[src/rtl/clk_cnt_rd_pkg.sv]
// Shared types and address helpers for the cycle-counter read port.
package clk_cnt_rd_pkg;

    typedef enum logic {
        IDLE,
        RESP
    } state_e;

    localparam int DATA_W_DEF = 16;

    function automatic int nwords(input int dw);
        return 64 / dw;
    endfunction

    function automatic int addr_w(input int dw);
        return $clog2(2 * (64 / dw));
    endfunction

    localparam int ADDR_SNAP0  = 0;
    localparam int ADDR_DELTA0 = nwords(DATA_W_DEF);

endpackage

[src/rtl/clk_cnt_snap.sv]
// Snapshot/delta registers and the word mux over both 64-bit values.
module clk_cnt_snap
    import clk_cnt_rd_pkg::*;
#(
    parameter  int DATA_W = 16,
    localparam int NWORDS = nwords(DATA_W),
    localparam int ADDR_W = addr_w(DATA_W)
) (
    input  logic              clk,
    input  logic              rst_n,
    input  logic [63:0]       clk_cnt,
    input  logic              capture,
    input  logic              clear,
    input  logic [ADDR_W-1:0] addr,
    output logic [DATA_W-1:0] word
);

    logic [63:0]  snap;
    logic [63:0]  delta;
    logic [127:0] both;
    logic [6:0]   off;

    // Capture outranks clear when both land on the same edge.
    always_ff @(posedge clk or negedge rst_n) begin
        if (!rst_n) begin
            snap  <= '0;
            delta <= '0;
        end else if (capture) begin
            snap  <= clk_cnt;
            delta <= clk_cnt - snap;
        end else if (clear) begin
            snap  <= '0;
            delta <= '0;
        end
    end

    // Snapshot occupies the low words, delta the high words.
    assign both = {delta, snap};
    assign off  = 7'(addr) * 7'(DATA_W);
    assign word = both[off +: DATA_W];

endmodule

[src/rtl/clk_cnt_reader.sv]
// Request/valid/ack read port returning snapshot and delta words
// of the free-running cycle counter.
module clk_cnt_reader
    import clk_cnt_rd_pkg::*;
#(
    parameter  int DATA_W = 16,
    localparam int NWORDS = nwords(DATA_W),
    localparam int ADDR_W = addr_w(DATA_W)
) (
    input  logic              clk,
    input  logic              rst_n,
    input  logic [63:0]       clk_cnt,
    input  logic              lap_clr,
    input  logic              rd_req,
    input  logic [ADDR_W-1:0] rd_addr,
    output logic              rd_ready,
    output logic              rd_valid,
    output logic [DATA_W-1:0] rd_data,
    input  logic              rd_ack
);

    state_e            state;
    logic              accept;
    logic              capture;
    logic [DATA_W-1:0] word;

    assign accept  = rd_req && rd_ready;
    assign capture = accept && (rd_addr == ADDR_W'(ADDR_SNAP0));

    clk_cnt_snap #(
        .DATA_W (DATA_W)
    ) u_snap (
        .clk     (clk),
        .rst_n   (rst_n),
        .clk_cnt (clk_cnt),
        .capture (capture),
        .clear   (lap_clr),
        .addr    (rd_addr),
        .word    (word)
    );

    // Word 0 comes straight from the live count so it matches the new snap.
    always_ff @(posedge clk or negedge rst_n) begin
        if (!rst_n) begin
            state    <= IDLE;
            rd_ready <= 1'b1;
            rd_valid <= 1'b0;
            rd_data  <= '0;
        end else begin
            unique case (state)
                IDLE: begin
                    if (accept) begin
                        state    <= RESP;
                        rd_ready <= 1'b0;
                        rd_valid <= 1'b1;
                        rd_data  <= capture ? clk_cnt[DATA_W-1:0] : word;
                    end
                end
                RESP: begin
                    if (rd_ack) begin
                        state    <= IDLE;
                        rd_ready <= 1'b1;
                        rd_valid <= 1'b0;
                    end
                end
                default: begin
                    state    <= IDLE;
                    rd_ready <= 1'b1;
                    rd_valid <= 1'b0;
                end
            endcase
        end
    end

endmodule

[config.mk]
export PLATFORM = sky130hd
export DESIGN_NAME = clk_cnt_reader
export DESIGN_NICKNAME = d
export VERILOG_FILES = /design/src/rtl/clk_cnt_rd_pkg.sv /design/src/rtl/clk_cnt_snap.sv /design/src/rtl/clk_cnt_reader.sv
export SDC_FILE = /design/constraint.sdc
export NUM_CORES = 1
export LEC_CHECK = 0
export CAP_MARGIN = 20
export CORE_ASPECT_RATIO = 0.8
export CORE_MARGIN = 10
export CORE_UTILIZATION = 53
export DETAILED_ROUTE_END_ITERATION = 7
export GPL_TIMING_DRIVEN = 0
export PLACE_DENSITY_LB_ADDON = 0.2
export SLEW_MARGIN = 20
export SYNTH_ARGS = -nofsm -noshare
export SYNTH_HDL_FRONTEND = slang
export SYNTH_SLANG_ARGS = --single-unit
[constraint.sdc]
create_clock -name clk -period 3.05 [get_ports clk]
set_input_delay 0.61 -clock clk [delete_from_list [all_inputs] [get_ports clk]]
set_output_delay 0.61 -clock clk [all_outputs]
set_load 0.02 [all_outputs]
# Word level (Yosys, flattened, before mapping)

Cells that the tools add are included.

Output and inout port bits: 18
Input bits: 72
Bits in registers: 147
Logic and storage cells: 30

Reduce and logical (&&, ||, !) cells: 6
Bitwise gates (word level): 1
Shift operators: 1
$add $sub $neg: 1
Equal/unequal tests: 2
Mux-type cells: 13

Operators by type and width:

| operator                                     | count |
|---|---|
| two-way mux 64 bit                           | 3 |
| indexed part select 128 x 8 -> 16 bit        | 1 |
| subtractor 64 bit                            | 1 |
| two-way mux 16 bit                           | 1 |
| two-way mux 1 bit                            | 6 |
| one-hot mux 1 bit (2 select lines)           | 3 |
| inequality test 2 bit, second input constant | 2 |
| AND reduction 2 bit                          | 2 |
| logical NOT 3 bit                            | 1 |
| logical AND 1 bit                            | 2 |
| nonzero test 2 bit                           | 1 |
| NOT 1 bit                                    | 1 |

# Logic depth before layout (Yosys ltp)

Depth in word-level cells: 3
Depth in mapped cells: 13
Depth with buffers taken out: 13

# Modules after synthesis

From an unflattened synthesis, not the netlist that was laid out.

Cells, all modules: 1,240
Area, all modules: 10,804.1 um2

By module, submodules not included:

| module         | cells each | sequential area each (um2) | instances | area each (um2) |
|---|---|---|---|---|
| clk_cnt_snap   | 1,133      | 3,203.1                    | 1         | 9,810.7 |
| clk_cnt_reader | 107        | 476.7                      | 1         | 993.5 |

# Worst setup path after synthesis

OpenSTA, ideal clock, no wires.

Kind: input port to flip-flop
Start: input clk_cnt[0]
End: register u_snap.delta[32]
Cell stages on the path: 13
Setup time: 0.130 ns
Setup slack: -0.094 ns
Arrival: 3.014 ns
Data required time: 2.920 ns
Path buffers: 0
Cell sequence: inv_1 -> ha_1 -> fa_1 -> nor2b_1 -> o31ai_1 -> a211o_1 -> a31o_2 -> o31a_1 -> o21ai_1 -> a31oi_1 -> o21ai_1 -> xnor2_1 -> o21ai_1

Word-level cells in the longest chain between the ends: 2

RTL lines:

| element              | RTL line             | text |
|---|---|---|
| start, declared      | clk_cnt_reader.sv:12 | `input logic [63:0] clk_cnt,` |
| subtractor 64 bit    | clk_cnt_snap.sv:30   | `delta <= clk_cnt - snap;` |
| two-way mux 64 bit   | clk_cnt_snap.sv:28   | `end else if (capture) begin` |
| end signal, assigned | clk_cnt_snap.sv:30   |  |
| end, declared        | clk_cnt_snap.sv:19   | `logic [63:0] delta;` |

No other way between the ends.
A chain may end at the register's enable or synchronous reset.

# Worst setup path after layout

Start: input clk_cnt[3]
End: register u_snap.delta[49]

Same word-level chain as after synthesis.

==> key figures <==
Routing
  • Vias: about 10000
  • DRC: 2
  • Routed wire length: 38900 um
  • Initial DRC count: 1279
  • ANT nets after route: 0
  • Vias/cell: between 6 and 7
  • WL/cell: 23.9 um
  • DRT Pass-1 Iters: 8

Final layout
  • Post-layout net count: ~1500
  • Share of cells above drive strength 1: 25.4%
  • Area Growth Syn to Fin: 35.3%
  • Fin util: 73.2%
  • Non-filler cells, final: between 1500 and 2000

Placed design
  • GP Congestion: ~1.0
  • Post-detail-place hpwl: 27600 um
  • Placed Instances: 1507
  • Input/output buffers: 85

Logic synthesis
  • Distinct cells, synth: 64
  • Ys Warns: 0
  • Ys async rst share: 100%
  • Syn nets: between 1000 and 1500
  • EDFF count, synth: 0
  • Avg Cell Area, Syn: 8.85 um^2
  • Post-Syn Area: 10300 um^2
  • Synthesized instance count: about 1200
  • Sequential fraction of the synthesis area: ~36%
  • Top_reg_cell synth: dfrtp_1
  • Synth Register Bits: 147

Critical path
  • RR Startpoint: u_snap.snap[32]$_DFFE_PN0P_
  • Max FO, Critical Path: 4
  • Crit-path cells: dlygate4sd2_1 -> ha_4 -> o211ai_1 -> a21oi_2 -> o211ai_1 -> buf_4 -> a211oi_4 -> nor4_4 -> a21oi_4 -> buf_4 -> o41ai_4 -> buf_4 -> nand2b_4 -> a2111o_1 -> nand3_1
  • WP buf/inv: 4
  • CP Class: in2reg
  • CP top delay family: compound AO/OA/AOI/OAI gates
  • Reg2reg end: u_snap.delta[49]$_DFFE_PN0P_
  • Critical path's slowest cell: a2111o_1
  • Max incr delay on CP: 0.42 ns
  • CP required: 3.42 ns
  • CP Capture Type: flop
  • Startpoint Class: primary input
  • R2R cell count: 14
  • Worst Path Arrival: about 3.6 ns
  • R2r setup slk: -0.13 ns
  • Crit path top cell by count: buf_4

Global routing
  • Busiest layer in global routing: met2
  • GRT met1 Usage: 39.2%
  • Vias in the first global route: 9851
  • Total gr overflow: 0
  • Antenna violations before repair: 2
  • Met2 usage in global routing: 43.6%
  • Largest net degree at the start of global routing: 89
  • GR Layer Usage met3: 10.2%
  • Total track usage: 29.6%
  • First-pass GRT wire length: 57800 um

Pwr
  • Cell Pwr Density: slightly below 400 nW/um^2
  • Max IR drop VDD: approximately 0.32 mV
  • Pleak: 5.72 nW

Timing
  • Skew final: 0.0110 ns
  • Hold Fails Final Rpt: 0
  • Max Fclk: around 310 MHz
  • RSZ-0062 raised after global routing: true
  • Slew @ Worst Pin: 1.10 ns
  • Pins Over Slew Limit: 0
  • Fin crit share: 105%
  • Final worst slack: -0.167 ns
  • Relative slew margins: 26.8%
  • Endpoints failing setup: 16
  • Crit path time final: 3.22 ns

Flow run
  • Number of max-cap violations: 0

Floorplan
  • Chip Width: around 180 um
  • Top Ports: 90
  • Std-Cell Core Area: 19000 um^2
  • Initial core utilization: 54.1%
  • Die area: between 20000 and 30000 um^2
  • Die height: 145 um
  • Num rows: between 40 and 50

CTS
  • CTS max path bufs: 2
  • Sink Count: 147
  • TritonCTS clock tree: yes
  • CTS H-tree depth: 4
  • Number of CTS-inserted buffers: 17
  • Clk root buf: clkbuf_16
  • Worst-skew pair later-pin latency: 0.44 ns
  • Post-CTS Hold Buffers: 0
  • Clock-pin slew on the worst setup and hold paths: 0.07 ns

Outcome
  • Status: complete, but fails checks
  • Violated checks: design-rule violations, negative setup slack

Hold path
  • Min-Delay Path Class: in2async
## how the worst max path moves through the flow
| stage | start | to | slack, ns | cells after the start |
|---|---|---|---|---|
| CTS | u_snap.snap[32]$_DFFE_PN0P_ | u_snap.delta[57]$_DFFE_PN0P_ | -0.06 | 12 |
| floorplan | clk_cnt[0] | u_snap.delta[32]$_DFFE_PN0P_ | -0.0002 | 13 |
| detailed placement | clk_cnt[15] | u_snap.delta[62]$_DFFE_PN0P_ | -1.21 | 12 |
| finish | clk_cnt[3] | u_snap.delta[49]$_DFFE_PN0P_ | -0.17 | 15 |
| global placement | rst_n | u_snap.delta[44]$_DFFE_PN0P_ | -4.61 | 1 |
| global route | u_snap.snap[32]$_DFFE_PN0P_ | u_snap.delta[58]$_DFFE_PN0P_ | -0.22 | 14 |
## logic make-up (layout without fill, tap and decap cells)
logic type                 Yosys count  count (layout)  share of synthesized area, %
other                                0               2                             0
DFF                                147             147                          35.7
AOI/OAI and AO/OA                  363             363                          22.5
adders and majority gates           65              65                          7.97
xor gates and xnor gates            56              56                          4.76
and+or+nand+nor                    323             323                          14.4
buffers and inverters              159             360                          5.85
muxes                               50              50                          8.76
## layout by cell type, fill, tap and decap left out, types with 36 or more instances in the layout
master           netlist  final
o21ai_0               79     72
inv_1                 83     70
dfrtp_1              146    135
o31ai_1               69     65
clkdlybuf4s50_1        0     40
nor2_1                38     36
nand3_1               68     67
buf_4                  0     89
nand2_1              150    145
clkbuf_1              60     47
a21oi_1               78     54
ha_4                   0     41
## power by group
| part | internal, mW | leakage [nW] | switching, mW |
|---|---|---|---|
| Sequential | 1.97 | 2.03 | 0.0110 |
| Clock | 1.25 | 0.291 | 0.958 |
| Combinational | 0.539 | 3.40 | 0.671 |
## layer usage
layer  wire length [um]  part of all wire (%)  vias up
met5                 13                 0.033        -
met4               1930                   5.0        2
met3               5200                    13      139
met2              16300                    42      660
met1              15400                    40     5016
li1                   -                     -     4623
## cells in the mapped netlist (2+ instances only)
master	instances	area, um^2
a21oi_1	78	390
dfrtp_1	146	3650
nand3_1	68	340
xnor2_1	37	324
nor2_1	38	143
o21ai_0	79	395
o21bai_1	16	120
xor2_1	19	166
nor2b_1	6	37.5
nand4_1	17	106
clkbuf_1	60	225
nand3b_1	2	15.0
ha_1	64	801
a211o_1	2	17.5
and3_1	10	62.6
mux2i_1	17	170
nand2b_1	7	43.8
o211ai_1	5	37.5
and4_1	4	35.0
a31o_2	4	35.0
o31ai_1	69	518
inv_1	83	312
a221oi_1	4	35.0
a41o_1	3	30.0
nor3_1	8	40.0
a31oi_1	8	50.1
nor4_1	2	12.5
a2111oi_0	2	17.5
o21ai_1	36	180
o31a_1	3	26.3
o2111ai_1	2	17.5
a211oi_1	6	45.0
a21boi_1	2	15.0
buf_2	4	20.0
buf_1	11	41.3
and2_1	4	25.0
a21o_1	25	188
mux4_2	32	721
o21a_1	6	45.0
nand2_1	150	563
## worst register-to-register path: cells and delay by family (launching register included)
| family | cells | cell delay (ns) |
|---|---|---|
| compound gates | 4 | 1.04 |
| fa+ha+maj | 1 | 0.27 |
| buf+inv | 3 | 0.37 |
| flops | 1 | 0.37 |
| simple gates | 6 | 1.07 |
## layout make-up
cell class	instances	area, um^2
multi-input combinational	857	7140
fill	1375	5100
sequential	147	3690
timing repair buffer	179	1540
clock buffer	18	439
tap	258	323
inverter	84	315
buffer	65	307
clock inverter	14	165
antenna	2	5.00
## flip-flops by register name, summed over array words and instances (netlist names)
signal        cells
rd_data          16
rd_valid          1
state             1
u_snap.delta     64
rd_ready          1
u_snap.snap      64
## per-stage QoR
stage / hold slack, ns / power, mW / setup slack, ns / TNS (ns) / instance area [um^2]
finish: 0.0986 / 5.40 / -0.167 / -1.24 / 13900
detailed placement: 0.470 / 2.95 / -1.21 / -54.59 / 11600
global route: 0.129 / 5.58 / -0.216 / -2.20 / 13900
CTS: 0.109 / 5.28 / -0.0606 / -0.268 / 13400
floorplan: 0.314 / 2.59 / -0.000207 / -0.000207 / 10400
global placement: 0.464 / 2.94 / -4.61 / -728.45 / 11600
## timing repair
item / 4_1_cts / 5_1_grt
gates resized for setup: 210 / 100
pin swaps: 58 / 50
endpoints found under the setup margin: 39 / 91
setup buffers: 70 / 30
hold endpoints to repair: 0 / 0
(Power assumes the default switching activity.)
